**config.mk**
```make
export PLATFORM = sky130hd
export DESIGN_NAME = uart_rx
export DESIGN_NICKNAME = d
export VERILOG_FILES = /design/src/rtl/uart_pkg.sv /design/src/rtl/uart_sync2.sv /design/src/rtl/uart_rx.sv
export SDC_FILE = /design/constraint.sdc
export NUM_CORES = 1
export LEC_CHECK = 0
export BUFFER_PORTS_ARGS = -buffer_cell sky130_fd_sc_hd__buf_2
export CORE_AREA = 2 2 72 53
export DETAILED_ROUTE_END_ITERATION = 6
export DIE_AREA = 0 0 74 55
export GPL_TIMING_DRIVEN = 0
export HOLD_SLACK_MARGIN = 0.08
export PLACE_DENSITY = 0.79
export RECOVER_POWER = 50
export SLEW_MARGIN = 10
export SYNTH_ARGS = -nofsm -noshare
export SYNTH_HDL_FRONTEND = slang
export SYNTH_SLANG_ARGS = --single-unit
```
**constraint.sdc**
```tcl
create_clock -name clk -period 3.02 [get_ports clk]
set_input_delay 0 -clock clk [delete_from_list [all_inputs] [get_ports clk]]
set_output_delay 0 -clock clk [all_outputs]
set_load 0.02 [all_outputs]
```
**src/rtl/uart_pkg.sv**
```systemverilog
// Shared types and defaults for the UART receive path.
//   rx_state_t    : receiver FSM states (PARITY is always declared so the
//                   encoding is identical with or without parity support)
//   CLK_DIV_DEF   : default clocks per bit period
//   DATA_BITS_DEF : default data bits per frame
package uart_pkg;

  typedef enum logic [2:0] {
    IDLE,
    START,
    DATA,
    PARITY,
    STOP,
    BREAK
  } rx_state_t;

  localparam int unsigned CLK_DIV_DEF   = 868;
  localparam int unsigned DATA_BITS_DEF = 8;

endpackage

```
**src/rtl/uart_sync2.sv**
```systemverilog
// Two-flop synchroniser for a single asynchronous level. Both flops reset
// to 1 so an idle-high serial line looks idle straight out of reset.
//   clk   : system clock
//   rst_n : asynchronous active-low reset
//   d     : asynchronous input
//   q     : synchronised output
module uart_sync2 (
  input  logic clk,
  input  logic rst_n,
  input  logic d,
  output logic q
);

  logic meta;

  always_ff @(posedge clk or negedge rst_n) begin
    if (!rst_n) begin
      meta <= 1'b1;
      q    <= 1'b1;
    end else begin
      meta <= d;
      q    <= meta;
    end
  end

endmodule

```
**src/rtl/uart_rx.sv**
```systemverilog
// UART receiver: synchronises rx_i, validates the start bit at half a bit
// period, samples data bits mid-bit (LSB first), checks the stop bit and
// offers the byte on a valid/ready handshake.
//   clk, rst_n   : system clock, asynchronous active-low reset
//   rx_i         : serial line (idles high)
//   data_o       : received byte, held while valid_o && !ready_i
//   valid_o      : data_o holds an unconsumed byte
//   ready_i      : consumer accepts the byte (never stalls reception)
//   frame_err_o  : 1-clk pulse, stop bit sampled low
//   overrun_o    : 1-clk pulse, completed byte dropped (previous unread)
//   parity_err_o : 1-clk pulse with valid_o rising, even parity mismatch
//                  (only when UART_RX_PARITY_EN is defined)
//
// state  | meaning
// IDLE   | line idle, waiting for rx_s low
// START  | half-bit wait, then confirm start bit still low
// DATA   | sampling data bits once per bit period
// PARITY | sampling the even-parity bit (UART_RX_PARITY_EN only)
// STOP   | sampling stop bit, commit or flag framing error
// BREAK  | stop bit was low, wait for line to return high
module uart_rx
  import uart_pkg::*;
#(
  parameter int unsigned CLK_DIV   = CLK_DIV_DEF,
  parameter int unsigned DATA_BITS = DATA_BITS_DEF
) (
  input  logic                 clk,
  input  logic                 rst_n,
  input  logic                 rx_i,
  output logic [DATA_BITS-1:0] data_o,
  output logic                 valid_o,
  input  logic                 ready_i,
  output logic                 frame_err_o,
  output logic                 overrun_o
`ifdef UART_RX_PARITY_EN
  ,
  output logic                 parity_err_o
`endif
);

  localparam int CW = $clog2(CLK_DIV);
  localparam int IW = $clog2(DATA_BITS);
  localparam logic [CW-1:0] CNT_HALF = CW'(CLK_DIV / 2 - 1);
  localparam logic [CW-1:0] CNT_LAST = CW'(CLK_DIV - 1);
  localparam logic [IW-1:0] IDX_LAST = IW'(DATA_BITS - 1);

  logic                 rx_s;
  rx_state_t            state_q, state_d;
  logic [CW-1:0]        cnt_q, cnt_d;
  logic [IW-1:0]        idx_q, idx_d;
  logic [DATA_BITS-1:0] shift_q, shift_d;
  logic                 stop_good, stop_bad;
  logic                 can_load;
`ifdef UART_RX_PARITY_EN
  logic                 par_q, par_d;
`endif

  uart_sync2 u_sync (
    .clk   (clk),
    .rst_n (rst_n),
    .d     (rx_i),
    .q     (rx_s)
  );

  always_ff @(posedge clk or negedge rst_n) begin
    if (!rst_n) begin
      state_q <= IDLE;
      cnt_q   <= '0;
      idx_q   <= '0;
      shift_q <= '0;
`ifdef UART_RX_PARITY_EN
      par_q   <= 1'b0;
`endif
    end else begin
      state_q <= state_d;
      cnt_q   <= cnt_d;
      idx_q   <= idx_d;
      shift_q <= shift_d;
`ifdef UART_RX_PARITY_EN
      par_q   <= par_d;
`endif
    end
  end

  always_comb begin
    state_d   = state_q;
    cnt_d     = cnt_q;
    idx_d     = idx_q;
    shift_d   = shift_q;
    stop_good = 1'b0;
    stop_bad  = 1'b0;
`ifdef UART_RX_PARITY_EN
    par_d     = par_q;
`endif
    case (state_q)
      IDLE: begin
        cnt_d = '0;
        if (!rx_s) state_d = START;
      end
      START: begin
        if (cnt_q == CNT_HALF) begin
          cnt_d   = '0;
          idx_d   = '0;
          state_d = rx_s ? IDLE : DATA;
        end else begin
          cnt_d = cnt_q + 1'b1;
        end
      end
      DATA: begin
        if (cnt_q == CNT_LAST) begin
          cnt_d   = '0;
          // Right shift: after DATA_BITS samples the first bit sits in the LSB.
          shift_d = {rx_s, shift_q[DATA_BITS-1:1]};
          idx_d   = idx_q + 1'b1;
          if (idx_q == IDX_LAST) begin
`ifdef UART_RX_PARITY_EN
            state_d = PARITY;
`else
            state_d = STOP;
`endif
          end
        end else begin
          cnt_d = cnt_q + 1'b1;
        end
      end
`ifdef UART_RX_PARITY_EN
      PARITY: begin
        if (cnt_q == CNT_LAST) begin
          cnt_d   = '0;
          par_d   = rx_s;
          state_d = STOP;
        end else begin
          cnt_d = cnt_q + 1'b1;
        end
      end
`endif
      STOP: begin
        if (cnt_q == CNT_LAST) begin
          cnt_d = '0;
          if (rx_s) begin
            stop_good = 1'b1;
            state_d   = IDLE;
          end else begin
            stop_bad = 1'b1;
            state_d  = BREAK;
          end
        end else begin
          cnt_d = cnt_q + 1'b1;
        end
      end
      BREAK: begin
        if (rx_s) state_d = IDLE;
      end
      default: state_d = IDLE;
    endcase
  end

  // The holding register is free if empty or being read this very cycle.
  assign can_load = !valid_o || ready_i;

  always_ff @(posedge clk or negedge rst_n) begin
    if (!rst_n) begin
      data_o       <= '0;
      valid_o      <= 1'b0;
      frame_err_o  <= 1'b0;
      overrun_o    <= 1'b0;
`ifdef UART_RX_PARITY_EN
      parity_err_o <= 1'b0;
`endif
    end else begin
      frame_err_o <= stop_bad;
      overrun_o   <= stop_good && !can_load;
`ifdef UART_RX_PARITY_EN
      parity_err_o <= stop_good && can_load && ((^shift_q) ^ par_q);
`endif
      if (stop_good && can_load) begin
        data_o  <= shift_q;
        valid_o <= 1'b1;
      end else if (ready_i) begin
        valid_o <= 1'b0;
      end
    end
  end

endmodule

```
==> impl_metrics.env <==
export IMPL_fmax_mhz=455
export IMPL_ys_warn_count=0
export IMPL_cts_clk_slew_worst_paths_ns=0.07
export IMPL_initial_utilization_pct=50.6
export IMPL_cp_required_ns=3.19
export IMPL_drv_slew=38
export IMPL_cts_tree="done"
export IMPL_grt_pass1_vias=1069
export IMPL_firstDrtPassIters=4
export IMPL_wl_per_cell_microns=14.5
export IMPL_async_flop_share_pct=100
export IMPL_tightest_slew_ns=1.96
export IMPL_hold_depth=0
export IMPL_hold_class="register to register"
export IMPL_grt_max_degree=38
export IMPL_routed_wl_microns=3180
export IMPL_r2r_setup_slack_ns=0.82
export IMPL_hp_start="u_sync.meta$_DFF_PN1_"
export IMPL_synthDistinctLibCells=36
export IMPL_io_buffers=14
export IMPL_worstReg2RegStart="cnt_q[0]$_DFFE_PN0P_"
export IMPL_fin_crit_ns=2.20
export IMPL_fin_skew_ns=0.00380
export IMPL_mostFrequentLayoutCell="dfrtp_1"
export IMPL_placed_cell_area_sq_mm=0.00185
export IMPL_antenna_found_initial=0
export IMPL_critPathSlowestCell="dfrtp_1"
export IMPL_cts_htree_levels=2
export IMPL_reg2regPathDepth=7
export IMPL_syn2layout_area_growth_pct=13.8
export IMPL_die_h_microns=55
export IMPL_violations="max-capacitance violations, max-slew violations"
export IMPL_via_count=1164
export IMPL_drcViolationCount=0
export IMPL_track_usage_pct=17.6
export IMPL_rows=18
export IMPL_post_cts_setup_buffers=0
export IMPL_hold_end="u_sync.q$_DFF_PN1_"
export IMPL_clock_root_buffer="clkbuf_8"
export IMPL_peakVddDrop_mv=0.318
export IMPL_rr_endpoint="data_o[6]$_DFFE_PN0P_"
export IMPL_grt_pass1_wl_microns=5060
export IMPL_ys_ff_latch=37
export IMPL_die_area_sq_mm=0.00407
export IMPL_max_slew_margin_rel_pct=-30.8
export IMPL_crit_chain="ha_1 -> and4bb_1 -> nand4_1 -> nand2b_1 -> nor2b_1 -> buf_4 -> mux2_2"
export IMPL_ant_nets=0
export IMPL_core_sq_mm=0.00340
export IMPL_synthesis_nets=153
export IMPL_worst_setup_path_type="register to register"
export IMPL_ios=15
export IMPL_power_density_mw_per_mm2=438
export IMPL_setup_violations=0
export IMPL_crit_fanout=8
export IMPL_fin_util_pct=57.6
export IMPL_overflow=0
export IMPL_leakagePower_nw=0.923
export IMPL_avgSynthCellArea_sq_um=11.9
export IMPL_netlist_area_sq_mm=0.00172
export IMPL_timing_setup_tns_ns=0
export IMPL_antennaDiodeCount=0
export IMPL_die_w_microns=74
export IMPL_place_inst=209
export IMPL_vias_per_cell=5.29
export IMPL_most_common_layout_cells="dfrtp_1 (35), mux2_2 (20), clkbuf_1 (17)"
export IMPL_numCtsBuffers=5
export IMPL_rsz0062_at_grt="false"
export IMPL_setup_worst_path_end_class="register"
export IMPL_clkLatencyLatePin_ns=0.28
export IMPL_drive_above_1_share_pct=21.8
export IMPL_final_cell_area_sq_mm=0.00196
export IMPL_syn_inst=145
export IMPL_synth_seq_area_share_pct=53.9
export IMPL_final_cells=220
export IMPL_arrival_ns=2.36
export IMPL_min_period_over_period_pct=72.8
export IMPL_hpwl_microns=2170
export IMPL_cp_slowest_stage_delay_ns=0.44
export IMPL_critPathLaunch="cnt_q[0]$_DFFE_PN0P_"
export IMPL_cts_buffer_depth=2
export IMPL_synth_edf_count=0
export IMPL_place_congestion=0.815
export IMPL_cts_sinks=37
export IMPL_status="finished with violations"
export IMPL_drt_iter0_drc=104
export IMPL_nets=177
export IMPL_start_kind="register"
export IMPL_drv_cap=1
export IMPL_synth_ff_type="dfrtp_1"
export IMPL_hold_viol_final=0
logic make-up after synthesis:
| family | synth area share [%] |
|---|---|
| compound gates | 9.08 |
| xor+xnor | 1.02 |
| fa+ha+maj | 2.91 |
| buf+inv | 2.62 |
| flops | 53.9 |
| mux | 13.1 |
| simple gates | 17.4 |
critical path: cells and delay by family, from the launching register on:
kind,cells,cell delay (ns)
mux,1,0.35
buf+inv,1,0.18
fa+ha+maj,1,0.24
flops,1,0.44
simple gates,4,0.86
cell usage after synthesis (4+ instances only):
master	count	share of area, %
a31oi_1	6	2.2
mux2_2	20	13
nor2_1	7	1.5
dfrtp_1	35	51
nand3_1	4	1.2
nand2_1	11	2.4
nand2b_1	4	1.5
o21ai_0	7	2.0
ha_1	4	2.9
final cells by class:
| cell class | instances | area (sq um) |
|---|---|---|
| well taps | 50 | 62.6 |
| flip-flops and latches | 37 | 928 |
| repair buffers | 17 | 85.1 |
| plain buffers | 6 | 41.3 |
| multi-input cells | 101 | 748 |
| inverters | 1 | 3.75 |
| clock buffers | 8 | 90.1 |
| fillers | 279 | 1440 |
worst max path at each step:
stage                                  to  depth (start not counted)  slack, ns
finish              data_o[6]$_DFFE_PN0P_                          7       0.82
floorplan           data_o[0]$_DFFE_PN0P_                          7       1.14
global route         idx_q[0]$_DFFE_PN0P_                          2       0.66
global placement    data_o[7]$_DFFE_PN0P_                          7       0.92
detailed placement  data_o[6]$_DFFE_PN0P_                          7       0.87
CTS                 data_o[6]$_DFFE_PN0P_                          7       0.84
report_power, final:
| part | leakage [nW] | switching (mW) | internal, mW | total, mW |
|---|---|---|---|---|
| clock | 0.0455 | 0.159 | 0.186 | 0.345 |
| combinational | 0.382 | 0.0106 | 0.00441 | 0.0150 |
| sequential | 0.495 | 0.00100 | 0.498 | 0.499 |
stage by stage:
step	setup WS (ns)	hold slack [ns]	power [mW]
2_1_floorplan	1.14	-0.296	0.509
3_3_place_gp	0.917	0.104	0.520
3_5_place_dp	0.868	0.107	0.521
4_1_cts	0.843	0.345	0.871
5_1_grt	0.662	0.344	0.903
6_report	0.821	0.360	0.859
routing by layer:
metal | track usage, % | vias to the layer above | wire (microns)
met3 | 5.43 | 2 | 79
met4 | 10.0 | 0 | 36
met5 | 0 | - | 0
met1 | 23.4 | 572 | 1560
li1 | - | 578 | -
met2 | 25.7 | 12 | 1510
registers in the layout (all words and copies together), names as in the netlist:
name / flops
data_o: 8
u_sync.q: 1
u_sync.meta: 1
overrun_o: 1
shift_q: 8
state_q: 3
cnt_q: 10
frame_err_o: 1
idx_q: 3
valid_o: 1
timing repair:
action                     CTS  global route
hold buffers                 3             0
gates resized for setup      0             0
hold endpoints to repair    38             0
setup endpoints to repair    0             0
Power figures use the tool's default switching activity.
